==> config.mk <==
export PLATFORM = sky130hd
export DESIGN_NAME = switch_input_port_flat
export DESIGN_NICKNAME = d
export VERILOG_FILES = /design/src/rtl/switch_input_port_if.sv /design/src/rtl/switch_input_port.sv /design/src/flat_wrapper.sv
export SDC_FILE = /design/constraint.sdc
export NUM_CORES = 1
export LEC_CHECK = 0
export CORE_UTILIZATION = 45
export CTS_BUF_LIST = sky130_fd_sc_hd__clkbuf_16
export DETAILED_ROUTE_END_ITERATION = 7
export PLACE_DENSITY = 0.75
export SLEW_MARGIN = 20
export SYNTH_ARGS = -nofsm -noshare
export SYNTH_HDL_FRONTEND = slang
export SYNTH_SLANG_ARGS = --single-unit
==> constraint.sdc <==
create_clock -name clk -period 9.8 [get_ports clk]
set_clock_uncertainty 0.15 [all_clocks]
set_input_delay 1.96 -clock clk [delete_from_list [all_inputs] [get_ports clk]]
set_output_delay 1.96 -clock clk [all_outputs]
set_load 0.005 [all_outputs]
==> src/rtl/switch_input_port_if.sv <==
// switch_input_port_if: data-memory bus slice seen by the switch input port
interface switch_input_port_if;
  logic [31:0] Adr;
  logic [31:0] WriteData;
  logic [31:0] ReadData;
  logic        MemWrite;
  modport master (output Adr, WriteData, MemWrite, input ReadData);
  modport slave (input Adr, WriteData, MemWrite, output ReadData);
endinterface

==> src/rtl/switch_input_port.sv <==
// switch_input_port: synchronised, debounced switch register block with sticky change flags and maskable irq
module switch_input_port #(
  parameter int          N               = 10,
  parameter logic [31:0] BASE_ADDR       = 32'h0000_0800,
  parameter int          DEBOUNCE_CYCLES = 50000
) (
  input  logic                clk,
  input  logic                reset,
  switch_input_port_if.slave  bus,
  input  logic [N-1:0]        switches,
  output logic                irq
);
  localparam int CW = $clog2(DEBOUNCE_CYCLES + 1);
  logic [N-1:0] sync1, sync2, stable, edges, irq_en, done, clr;
  logic [CW-1:0] cnt [N];
  logic sel, we, unused_bits;
  logic [1:0] off;
  assign sel = bus.Adr[31:4] == BASE_ADDR[31:4];
  assign off = bus.Adr[3:2];
  assign we = bus.MemWrite & sel;
  assign clr = (we && off == 2'd1) ? bus.WriteData[N-1:0] : '0;
  assign unused_bits = ^{bus.Adr[1:0], bus.WriteData};
  for (genvar i = 0; i < N; i++) begin : g_bit
    assign done[i] = sync2[i] != stable[i] && cnt[i] == CW'(DEBOUNCE_CYCLES - 1);
    always_ff @(posedge clk or posedge reset)
      if (reset) cnt[i] <= '0;
      else cnt[i] <= (sync2[i] == stable[i] || done[i]) ? '0 : cnt[i] + 1'b1;
  end
  // a newly accepted level sets its flag even when the same edge clears it
  always_ff @(posedge clk or posedge reset)
    if (reset) begin
      sync1  <= '0;
      sync2  <= '0;
      stable <= '0;
      edges  <= '0;
      irq_en <= '0;
    end else begin
      sync1  <= switches;
      sync2  <= sync1;
      stable <= stable ^ done;
      edges  <= (edges & ~clr) | done;
      if (we && off == 2'd2) irq_en <= bus.WriteData[N-1:0];
    end
  always_comb
    bus.ReadData = !sel       ? 32'd0 :
                   off == 2'd0 ? 32'(stable) :
                   off == 2'd1 ? 32'(edges) :
                   off == 2'd2 ? 32'(irq_en) : 32'(sync2);
  assign irq = |(edges & irq_en);
endmodule
==> src/flat_wrapper.sv <==
// flat-port wrapper written by rule: the top's interface ports become plain ports
module switch_input_port_flat 
#(
  parameter int          N               = 10,
  parameter logic [31:0] BASE_ADDR       = 32'h0000_0800,
  parameter int          DEBOUNCE_CYCLES = 50000
)
  (clk, reset, switches, irq, bus_Adr, bus_WriteData, bus_MemWrite, bus_ReadData);
  switch_input_port_if bus_i ();
  input  logic clk;
  input  logic reset;
  input  logic [N-1:0] switches;
  output logic irq;
  input wire logic [$bits(bus_i.Adr)-1:0] bus_Adr;
  input wire logic [$bits(bus_i.WriteData)-1:0] bus_WriteData;
  input wire logic [$bits(bus_i.MemWrite)-1:0] bus_MemWrite;
  output wire logic [$bits(bus_i.ReadData)-1:0] bus_ReadData;
  assign bus_i.Adr = bus_Adr;
  assign bus_i.WriteData = bus_WriteData;
  assign bus_i.MemWrite = bus_MemWrite;
  assign bus_ReadData = bus_i.ReadData;
  switch_input_port #(.N(N), .BASE_ADDR(BASE_ADDR), .DEBOUNCE_CYCLES(DEBOUNCE_CYCLES)) u_core (.clk(clk), .reset(reset), .bus(bus_i), .switches(switches), .irq(irq));
endmodule
==> results of run 1 <==
## layout by cell type (no fill, tap or decap), types with 2 or more instances in the layout
cell / n
nor4bb_1: 8
clkinv_2: 6
or3_1: 3
and3_1: 13
inv_1: 37
nor2_1: 175
dfrtp_1: 210
xnor2_1: 112
nand4_1: 49
a211o_1: 2
o31ai_1: 2
nand3b_1: 3
o22ai_1: 5
a21o_2: 5
ha_1: 10
conb_1: 22
nor4b_1: 11
or4_1: 5
mux4_2: 10
clkdlybuf4s50_1: 63
or4_4: 3
a21oi_1: 3
clkbuf_16: 23
xor2_1: 39
o31ai_4: 2
nand2_1: 38
and2_1: 2
nand4b_1: 4
and4_1: 7
nor3_1: 39
mux2_2: 20
a221o_1: 3
clkinv_1: 6
nor4_1: 36
a22oi_1: 3
nand3_1: 50
nor2b_1: 15
## where the power goes
group / internal [mW] / total [mW] / leakage [nW] / switching, mW
combinational: 0.0358 / 0.0816 / 1.56 / 0.0458
clock: 0.452 / 0.788 / 0.362 / 0.336
sequential: 0.882 / 0.896 / 2.84 / 0.0141
total: 1.37 / 1.76 / 4.76 / 0.396
## final cells by class
cell class / instances / area [sq um]
sequential: 210 / 5260
timing repair buffer: 64 / 642
clock inverter: 19 / 110
clock buffer: 23 / 576
fill: 1928 / 10300
tap: 280 / 350
inverter: 33 / 131
multi-input combinational: 711 / 4660
antenna: 1 / 2.50
## registers in the layout, indices dropped and copies added (netlist names), named ones only
name,count
u_core.irq_en,10
u_core.edges,10
u_core.sync2,10
u_core.sync1,10
u_core.cnt,160
## per-stage QoR
| step | setup WS [ps] | util, % | hold WS, ps | instances | total power, mW |
|---|---|---|---|---|---|
| 3_5_place_dp | 3100 | 50.0 | 185 | 1298 | 0.994 |
| 3_3_place_gp | 3150 | 50.0 | 183 | 1298 | 0.991 |
| 4_1_cts | 3090 | 53.1 | 198 | 1340 | 1.79 |
| 5_1_grt | 2960 | 53.2 | 204 | 1341 | 1.83 |
| 2_1_floorplan | 1950 | - | 181 | 995 | 0.962 |
| 6_report | 3130 | 53.2 | 195 | 1341 | 1.76 |
## how the worst max path moves through the flow
stage,depth (start not counted),endpoint,startpoint
finish,6,bus_ReadData[0],bus_Adr[5]
global route,6,bus_ReadData[5],bus_Adr[5]
CTS,6,bus_ReadData[4],bus_Adr[5]
detailed placement,6,bus_ReadData[4],bus_Adr[5]
global placement,6,bus_ReadData[4],bus_Adr[5]
floorplan,1,async pin,reset
## metal layers
| metal | track usage, % | vias to the layer above | share of wire, % |
|---|---|---|---|
| met5 | 0 | - | 0 |
| met4 | 5.48 | 0 | 1.4 |
| met3 | 2.42 | 26 | 3.7 |
| met2 | 29.7 | 131 | 50 |
| met1 | 23.6 | 3528 | 45 |
| li1 | - | 3485 | - |
## logic make-up (layout without fill, tap and decap cells)
| group | after synthesis | after routing |
|---|---|---|
| multiplexers | 30 | 30 |
| flip-flops | 210 | 210 |
| XOR/XNOR | 151 | 151 |
| other | 1 | 23 |
| AO/OA/AOI/OAI | 29 | 29 |
| AND/OR/NAND/NOR | 469 | 469 |
| adder cells (fa/ha/maj) | 10 | 10 |
| buffers and inverters | 74 | 139 |
## worst max-delay path, cell delays in order
cell and delay, ps:
clkdlybuf4s50_1 410, nor4b_1 340, nand4_1 320, or3_2 720
nor2b_1 260, clkdlybuf4s50_1 550
==> results.md, run 1 <==
- Status: finished, violations left
- Failing checks: DRC
- Ranking of synthesized cells by area: dfrtp_1 (52%), xnor2_1 (9.6%), nor2_1 (6.4%), xor2_1 (3.4%), nand4_1 (3.0%)
- Width of the die: about 150 um
- Final period util: approximately two thirds
- DR vias/cell: between 5 and 6
- Tot GR Track Use: between 10% and 20%
- I/O pin count: 110
- Clock Root Buffer: clkbuf_16
- Post-CTS Resized: 0
- Post-Synth XOR/XNOR Area: between 10 and 15%
- FP Rows: 54
- Core Area: 22,000 sq um
- Synth top cells by count: dfrtp_1 (210), nor2_1 (175), xnor2_1 (112)
- Worst rel slew slack: 39.4%
- Htree depth: 1
- Worst-Margin Slew: about 910 ps
- CTS Hold Buffers Added: 0
- Vias: between 7,000 and 8,000
- Maxcap violations: 0
- I/O Buffers: 63
- RD Place Congestion: about 0.82
- Synth Area in Compound Gates: under 10%
- Top-count cell post-synth: dfrtp_1
- First-pass GRT wire length: between 30,000 and 40,000 um
- CTS max path bufs: 3
- Dpl cell area: approximately 11,000 sq um
- Crit path time final: around 6700 ps
- Full die area: approximately 23,000 sq um
- Seq/Total Area, Yosys: between 50% and 60%
- Pins Over Slew Limit: 0
- Initial core utilization: between 40% and 50%
- Count of different cell masters after synthesis: 50
- Fraction of the mapped netlist area in adder cells: about 1.2%
- GRT overflow: 0
- Crit Path Category: in2out
- Hold_sp: u_core.sync1[1]
- Worst Path Required: 7690 ps
- Final setup vio count: 0
- Worst r2r src: u_core.cnt[40]
- Hpwl dp: ~13,000 um
- Cell area power density: roughly 150 nW/um^2
- Number of global-route vias before repair: between 7,000 and 8,000
- Yosys synthesis warning count: 0
- Final WL: between 15,000 and 20,000 um
- Setup crit end kind: output pin
- FFs w/ async S/R, synth: between 90% and 100%
- Hold Path Sink: u_core.sync2[1]
- Mux share of post-synthesis cell area: about 4.4%
- Main combinational cell family by area after synthesis: simple AND/OR/NAND/NOR gates
- Design Area, Final: 11,700 sq um
- R2R setup slack: approximately 7500 ps
- Residual DRC count: 1
- Number of flops mapped to enable cells by yosys: 0
- Share of cells above drive strength 1: 7.36%
- Syn Inst Count: just under 1,000
- Yosys top cell area share: 51.6%
- Antenna viol nets, final: 0
- Clock slew at the register clock pins of the worst setup and hold paths: approximately 60 ps
- Clock buffer count from CTS: 23
- Hold depth: 0
- Initial antenna violation count: 1
- Ys flop type: dfrtp_1
- #FFs+latches synth: 210
- NumNets Final: roughly 1,100
- RSZ-0062 raised after global routing: no
- Worst skew pair latency: 510 ps
- Post-Syn Area: 10,200 sq um
- Area leader, netlist: dfrtp_1
- CP Launch Type: input pin
- Hold crit path type: reg2reg
- Crit Path Max Fanout: 10
- Setup TNS: 0 ps
- Reg-to-Reg End: u_core.cnt[45]
- 1st-pass router iterations: 8
- Largest net degree at the start of global routing: 131
- Post-CTS setup repair buffer count: 0
- Initial drt markers: between 400 and 500
- LEAKAGE: ~4.8 nW
- Area grow syn2layout: 15.0%
- Final hold vios: 0
- Critical Path AT: 4560 ps
- R2R cell count: 4
- Worst VDD drop: between 0.00009 and 0.0001 V
- TritonCTS clock tree: built
- Synthesized area per cell: about 10 sq um
- Die Y: approximately 150 um
- Fmax: around 0.15 GHz
- Post-Synth Simple-Gate Area: around a quarter
- DR WL/cell: approximately 15 um
- CTS sink cnt: between 200 and 250
(Power assumes the default switching activity.)
==> run 2, diff against run 1 <==
--- a/config.mk
+++ b/config.mk
@@ -8,7 +8,7 @@
 export CORE_UTILIZATION = 45
 export CTS_BUF_LIST = sky130_fd_sc_hd__clkbuf_16
 export DETAILED_ROUTE_END_ITERATION = 7
-export PLACE_DENSITY = 0.75
+export PLACE_DENSITY = 0.77
 export SLEW_MARGIN = 20
 export SYNTH_ARGS = -nofsm -noshare
 export SYNTH_HDL_FRONTEND = slang
==> constraint.sdc (replaced) <==
create_clock -name clk -period 6.08 [get_ports clk]
set_clock_uncertainty 0.15 [all_clocks]
set_input_delay 1.216 -clock clk [delete_from_list [all_inputs] [get_ports clk]]
set_output_delay 1.216 -clock clk [all_outputs]
set_load 0.005 [all_outputs]
==> run 2 against run 1 <==
  * The flow now finishes without violations
  * Flip-flop and latch count stayed put
  * Highest routed layer unchanged
  * Largest power group unchanged
  * Sequential power is 61% higher
  * Utilization hardly changed
  * Hold slack better by 3.7 ps
  * Critical path depth stayed put
  * Non-clock buffer count is 1 higher
  * Cell area hardly changed
==> results.md, run 2 (synthesis gave the netlist of run 1 again) <==
- Status: complete, no violations
- Crit path time final: between 5000 and 6000 ps
- GRT overflow: 0 (unchanged)
- Clock buffer count from CTS: 23 (unchanged)
- Number of global-route vias before repair: 6,905 (-2.3%)
- # fillers: 1,947 (+0.99%)
- Die Y: 153 um (unchanged)
- RD Place Congestion: 0.825 (+1.2%)
- Final std cells w/o fill: 1,340 (-0.075%)
- Post-CTS Resized: 0 (unchanged)
- TritonCTS clock tree: built
- Share of cells above drive strength 1: 7.64% (+0.28 points)
- CP Launch Type: input pin
- Cell area power density: 241 nW/um^2 (+60%)
- Placed insts: 1,298 (unchanged)
- LEAKAGE: 4.74 nW (-0.42%)
- Worst-Margin Slew: 1070 ps (+158 ps)
- Clock Root Buffer: clkbuf_16
- Initial antenna violation count: 0 (-1)
- Pwr Total: 2.82 mW (+60%)
- Reg-to-Reg End: u_core.cnt[95]
- Ant. Diodes: 0 (-1)
- Largest Register: u_core.cnt
- Initial drt markers: 411 (-5.1%)
- Final period util: between 80 and 90%
- R2R setup slack: 3750 ps (-3750 ps)
- Critical Path End: bus_ReadData[9]
- Core Area: 22,000 sq um (unchanged)
- Antenna viol nets, final: 0 (unchanged)
- Hold crit path type: reg2reg
- Final hold vios: 0 (unchanged)
- Critical Path AT: 3900 ps (-660 ps)
- PnR worst setup slack: 814 ps (-2320 ps)
- Crit. Startpoint: bus_Adr[5]
- DR vias/cell: 5.33 (-0.30%)
- Hpwl dp: 13,100 um (-1.2%)
- Crit Path Max Fanout: 10 (unchanged)
- Area grow syn2layout: 15.1% (about the same)
- Full die area: 23,300 sq um (unchanged)
- Worst Path Required: 4710 ps (-2980 ps)
- Setup crit end kind: output pin
- Clock slew at the register clock pins of the worst setup and hold paths: 60 ps (about the same)
- Crit Path Category: in2out
- Post-CTS setup repair buffer count: 0 (unchanged)
- Htree depth: 1 (unchanged)
- Pins Over Slew Limit: 0 (unchanged)
- Initial core utilization: 46.3% (unchanged)
- Width of the die: 153 um (unchanged)
- Max reg flops: 160 (unchanged)
- I/O pin count: 110 (unchanged)
- Fmax: between 0.15 and 0.2 GHz
- Maxcap violations: 0 (unchanged)
- Vias: 7,143 (-0.38%)
- 1st-pass router iterations: 6 (-2)
- Setup TNS: 0 ps (unchanged)
- CTS Hold Buffers Added: 0 (unchanged)
- Worst VDD drop: 0.000150 V (+54%)
- First-pass GRT wire length: 33,200 um (-3.0%)
- Pre-CTS WS: 807 ps (-2300 ps)
- CTS max path bufs: 3 (unchanged)
- Residual DRC count: 0 (-1)
- Most frequent cells in the layout: dfrtp_1 (210), nor2_1 (175), xnor2_1 (112), clkdlybuf4s50_1 (63), nand3_1 (50)
- Final setup vio count: 0 (unchanged)
- Largest net degree at the start of global routing: 195 (+49%)
- Worst skew pair latency: 510 ps (about the same)
- Worst r2r src: u_core.cnt[91]
- Most common cell after layout, fill and taps aside: dfrtp_1
- Final WL: 19,400 um (-2.9%)
- Tot GR Track Use: 17.0% (-0.59 points)
- FP Rows: 54 (unchanged)
- DR WL/cell: 14.5 um (-2.8%)
- CTS sink cnt: 210 (unchanged)
- NumNets Final: 1,131 (+0.088%)
- I/O Buffers: 63 (unchanged)
- RSZ-0062 raised after global routing: no
- R2R cell count: 3 (-1)
- Worst rel slew slack: 28.4% (-11 points)
## run 2: cell count changes in the layout (fill, tap and decap cells not counted), sizes merged
cell / change
clkinvlp: +5
clkinv: -3
inv: -2
buf: +1
bufinv: -1
diode: -1
## run 2: worst max-delay path, cell delays in order
cell and delay (ps):
clkdlybuf4s50_1 410, nor4b_1 390, nand4_1 320, or3_2 740, nor2b_1 270, clkdlybuf4s50_1 540
## run 2: final cells by class
type,instances,area (sq um),area share (%)
sequential,210,5260,44.8
multi-input combinational,711,4650,39.6
timing repair buffer,65,678,5.78
clock buffer,23,576,4.90
tap,280,350,2.99
inverter,33,128,1.09
clock inverter,18,97.6,0.832
## run 2: metrics by stage
stage / util, % / instance area (sq um) / hold WS, ps
floorplan: - / 10300 / 181
global placement: 50.1 / 11000 / 183
detailed placement: 50.1 / 11000 / 188
CTS: 53.1 / 11700 / 201
global route: 53.3 / 11700 / 203
finish: 53.3 / 11700 / 199
## run 2: worst min-delay path by stage
stage                      end  slack [ps]             from  cells past startpoint
2_1_floorplan  u_core.sync2[0]         180  u_core.sync1[0]                      0
3_3_place_gp   u_core.sync2[3]         180  u_core.sync1[3]                      0
3_5_place_dp   u_core.sync2[9]         190  u_core.sync1[9]                      0
4_1_cts        u_core.sync2[9]         200  u_core.sync1[9]                      0
5_1_grt        u_core.sync2[9]         200  u_core.sync1[9]                      0
6_report       u_core.sync2[7]         200  u_core.sync1[7]                      0
## run 2: metal layers
layer	global-route usage [%]	vias to the layer above	routed length [um]
li1	-	3488	-
met1	23.7	3486	9070
met2	27.5	145	9080
met3	2.82	24	866
met4	4.81	0	346
met5	0	-	0
## run 2: where the power goes
group          switching [mW]  internal (mW)  total [mW]
sequential             0.0227           1.42        1.44
combinational          0.0740         0.0599       0.134
clock                   0.556          0.691        1.25
==> run 3, diff against run 2 <==
--- a/config.mk
+++ b/config.mk
@@ -9,7 +9,6 @@
 export CTS_BUF_LIST = sky130_fd_sc_hd__clkbuf_16
 export DETAILED_ROUTE_END_ITERATION = 7
 export PLACE_DENSITY = 0.77
-export SLEW_MARGIN = 20
 export SYNTH_ARGS = -nofsm -noshare
 export SYNTH_HDL_FRONTEND = slang
 export SYNTH_SLANG_ARGS = --single-unit
==> run 3 against run 2 <==
  * Wire length about the same
  * Flip-flop and latch count unchanged
  * Count of clock-buffer cells in the layout unchanged
==> results.md, run 3 (synthesis gave the netlist of run 1 again) <==
- RSZ-0062 raised after global routing: no
- GRT overflow: 0 (unchanged)
- CP Launch Type: input pin
- Hpwl dp: 13,100 um (unchanged)
- Ant. Diodes: 0 (unchanged)
- Residual DRC count: 0 (unchanged)
- Antenna viol nets, final: 0 (unchanged)
- Hold crit path type: reg2reg
- Post-CTS setup repair buffer count: 0 (unchanged)
- NumNets Final: 1,130 (-0.088%)
- Tot GR Track Use: 17.0% (unchanged)
- Crit path time final: 5270 ps (+1.16 ps)
- FP Rows: 54 (unchanged)
- Worst Path Required: 4710 ps (about the same)
- I/O Buffers: 63 (unchanged)
- Pins Over Slew Limit: 0 (unchanged)
- Worst rel slew slack: 28.7% (+0.30 points)
- CTS max path bufs: 3 (unchanged)
- 1st-pass router iterations: 7 (+1)
- Fmax: 0.190 GHz (about the same)
- DR WL/cell: 14.5 um (about the same)
- Initial antenna violation count: 0 (unchanged)
- I/O pin count: 110 (unchanged)
- Core Area: 22,000 sq um (unchanged)
- Final WL: 19,300 um (about the same)
- Status: complete, no violations
- Worst-Margin Slew: 1060 ps (-4.54 ps)
- Design Area, Final: 11,700 sq um (-0.31%)
- Most frequent cells in the layout: dfrtp_1 (210), nor2_1 (175), xnor2_1 (112), clkdlybuf4s50_1 (63), nand3_1 (50)
- Vias: 7,150 (+0.098%)
- Number of global-route vias before repair: 6,905 (unchanged)
- Crit Path Max Fanout: 10 (unchanged)
- # fillers: 1,951 (+0.21%)
- Placed insts: 1,298 (unchanged)
- First-pass GRT wire length: 33,200 um (unchanged)
- Largest Register: u_core.cnt
- PnR worst setup slack: 813 ps (-1.16 ps)
- Final std cells w/o fill: 1,339 (-0.075%)
- Htree depth: 1 (unchanged)
- Largest net degree at the start of global routing: 195 (unchanged)
- RD Place Congestion: 0.825 (unchanged)
- Setup TNS: 0 ps (unchanged)
- Clock Root Buffer: clkbuf_16
- Most common cell after layout, fill and taps aside: dfrtp_1
- Final hold vios: 0 (unchanged)
- Pre-CTS WS: 807 ps (unchanged)
- TritonCTS clock tree: built
- Max reg flops: 160 (unchanged)
- Cell area power density: 241 nW/um^2 (+0.26%)
- Final period util: 86.6% (about the same)
- Tightest hold margin: 199 ps (+0.0440 ps)
- Final setup vio count: 0 (unchanged)
- CTS sink cnt: 210 (unchanged)
- Full die area: 23,300 sq um (unchanged)
- Area grow syn2layout: 14.8%
- CTS Hold Buffers Added: 0 (unchanged)
- Post-CTS Resized: 0 (unchanged)
- LEAKAGE: 4.73 nW (-0.29%)
- Crit Path Category: in2out
- Share of cells above drive strength 1: 7.55% (-0.087 points)
- Width of the die: 153 um (unchanged)
- Die Y: 153 um (unchanged)
- Setup crit end kind: output pin
- Worst VDD drop: 0.000150 V (+0.36%)
- Worst skew pair latency: 510 ps (about the same)
- Clock buffer count from CTS: 23 (unchanged)
- R2R setup slack: 3740 ps (about the same)
- DR vias/cell: 5.34 (+0.17%)
- Initial drt markers: 455 (+11%)
- Critical Path AT: 3900 ps (about the same)
- Maxcap violations: 0 (unchanged)
- Initial core utilization: 46.3% (unchanged)
- Clock slew at the register clock pins of the worst setup and hold paths: 60 ps (about the same)
- Dpl cell area: 11,000 sq um (unchanged)
-- run 3: cell types whose count changed in the layout (fill, tap and decap cells not counted) --
cell     before  now
o31ai_4       1    0
o31ai_2       1    2
buf_16        1    0
-- run 3: report_power, final --
| part | leakage, nW | switching (mW) | total, mW | internal (mW) |
|---|---|---|---|---|
| sequential | 2.84 | 0.0226 | 1.44 | 1.42 |
| combinational | 1.56 | 0.0737 | 0.132 | 0.0579 |
| clock | 0.333 | 0.557 | 1.25 | 0.691 |
-- run 3: final timing paths --
check,from,to,cells after the start
worst max-delay path,bus_Adr[5],bus_ReadData[9],6
worst min register to register,u_core.sync1[7],u_core.sync2[7],0
worst min-delay path,u_core.sync1[7],u_core.sync2[7],0
min in group asynchronous,reset,u_core.cnt[154],2
worst max register to register,u_core.cnt[120],u_core.cnt[121],4
max in group asynchronous,reset,u_core.cnt[104],3
-- run 3: through the flow --
stage | total power [mW] | util, %
after floorplan | 1.55 | -
after global placement | 1.60 | 50.1
after detailed placement | 1.60 | 50.1
after CTS | 2.86 | 53.1
after global routing | 2.93 | 53.1
final | 2.82 | 53.1
-- run 3: layout make-up --
class                      count  area (sq um)  share of cell area [%]
sequential                   210          5260                    44.9
multi-input combinational    711          4640                    39.7
timing repair buffer          64           651                    5.56
clock buffer                  23           576                    4.92
tap                          280           350                    2.99
inverter                      33           128                    1.09
clock inverter                18          97.6                   0.834
-- run 3: critical path, cell delays in order --
cell,delay [ps]
clkdlybuf4s50_1,410
nor4b_1,390
nand4_1,320
or3_2,740
nor2b_1,270
clkdlybuf4s50_1,540
-- run 3: routing by layer --
layer	GRT usage [%]	vias up	part of all wire, %
met5	0	-	0
met4	4.81	0	1.8
met3	2.82	24	4.5
met2	27.5	148	47
met1	23.7	3492	47
li1	-	3486	-
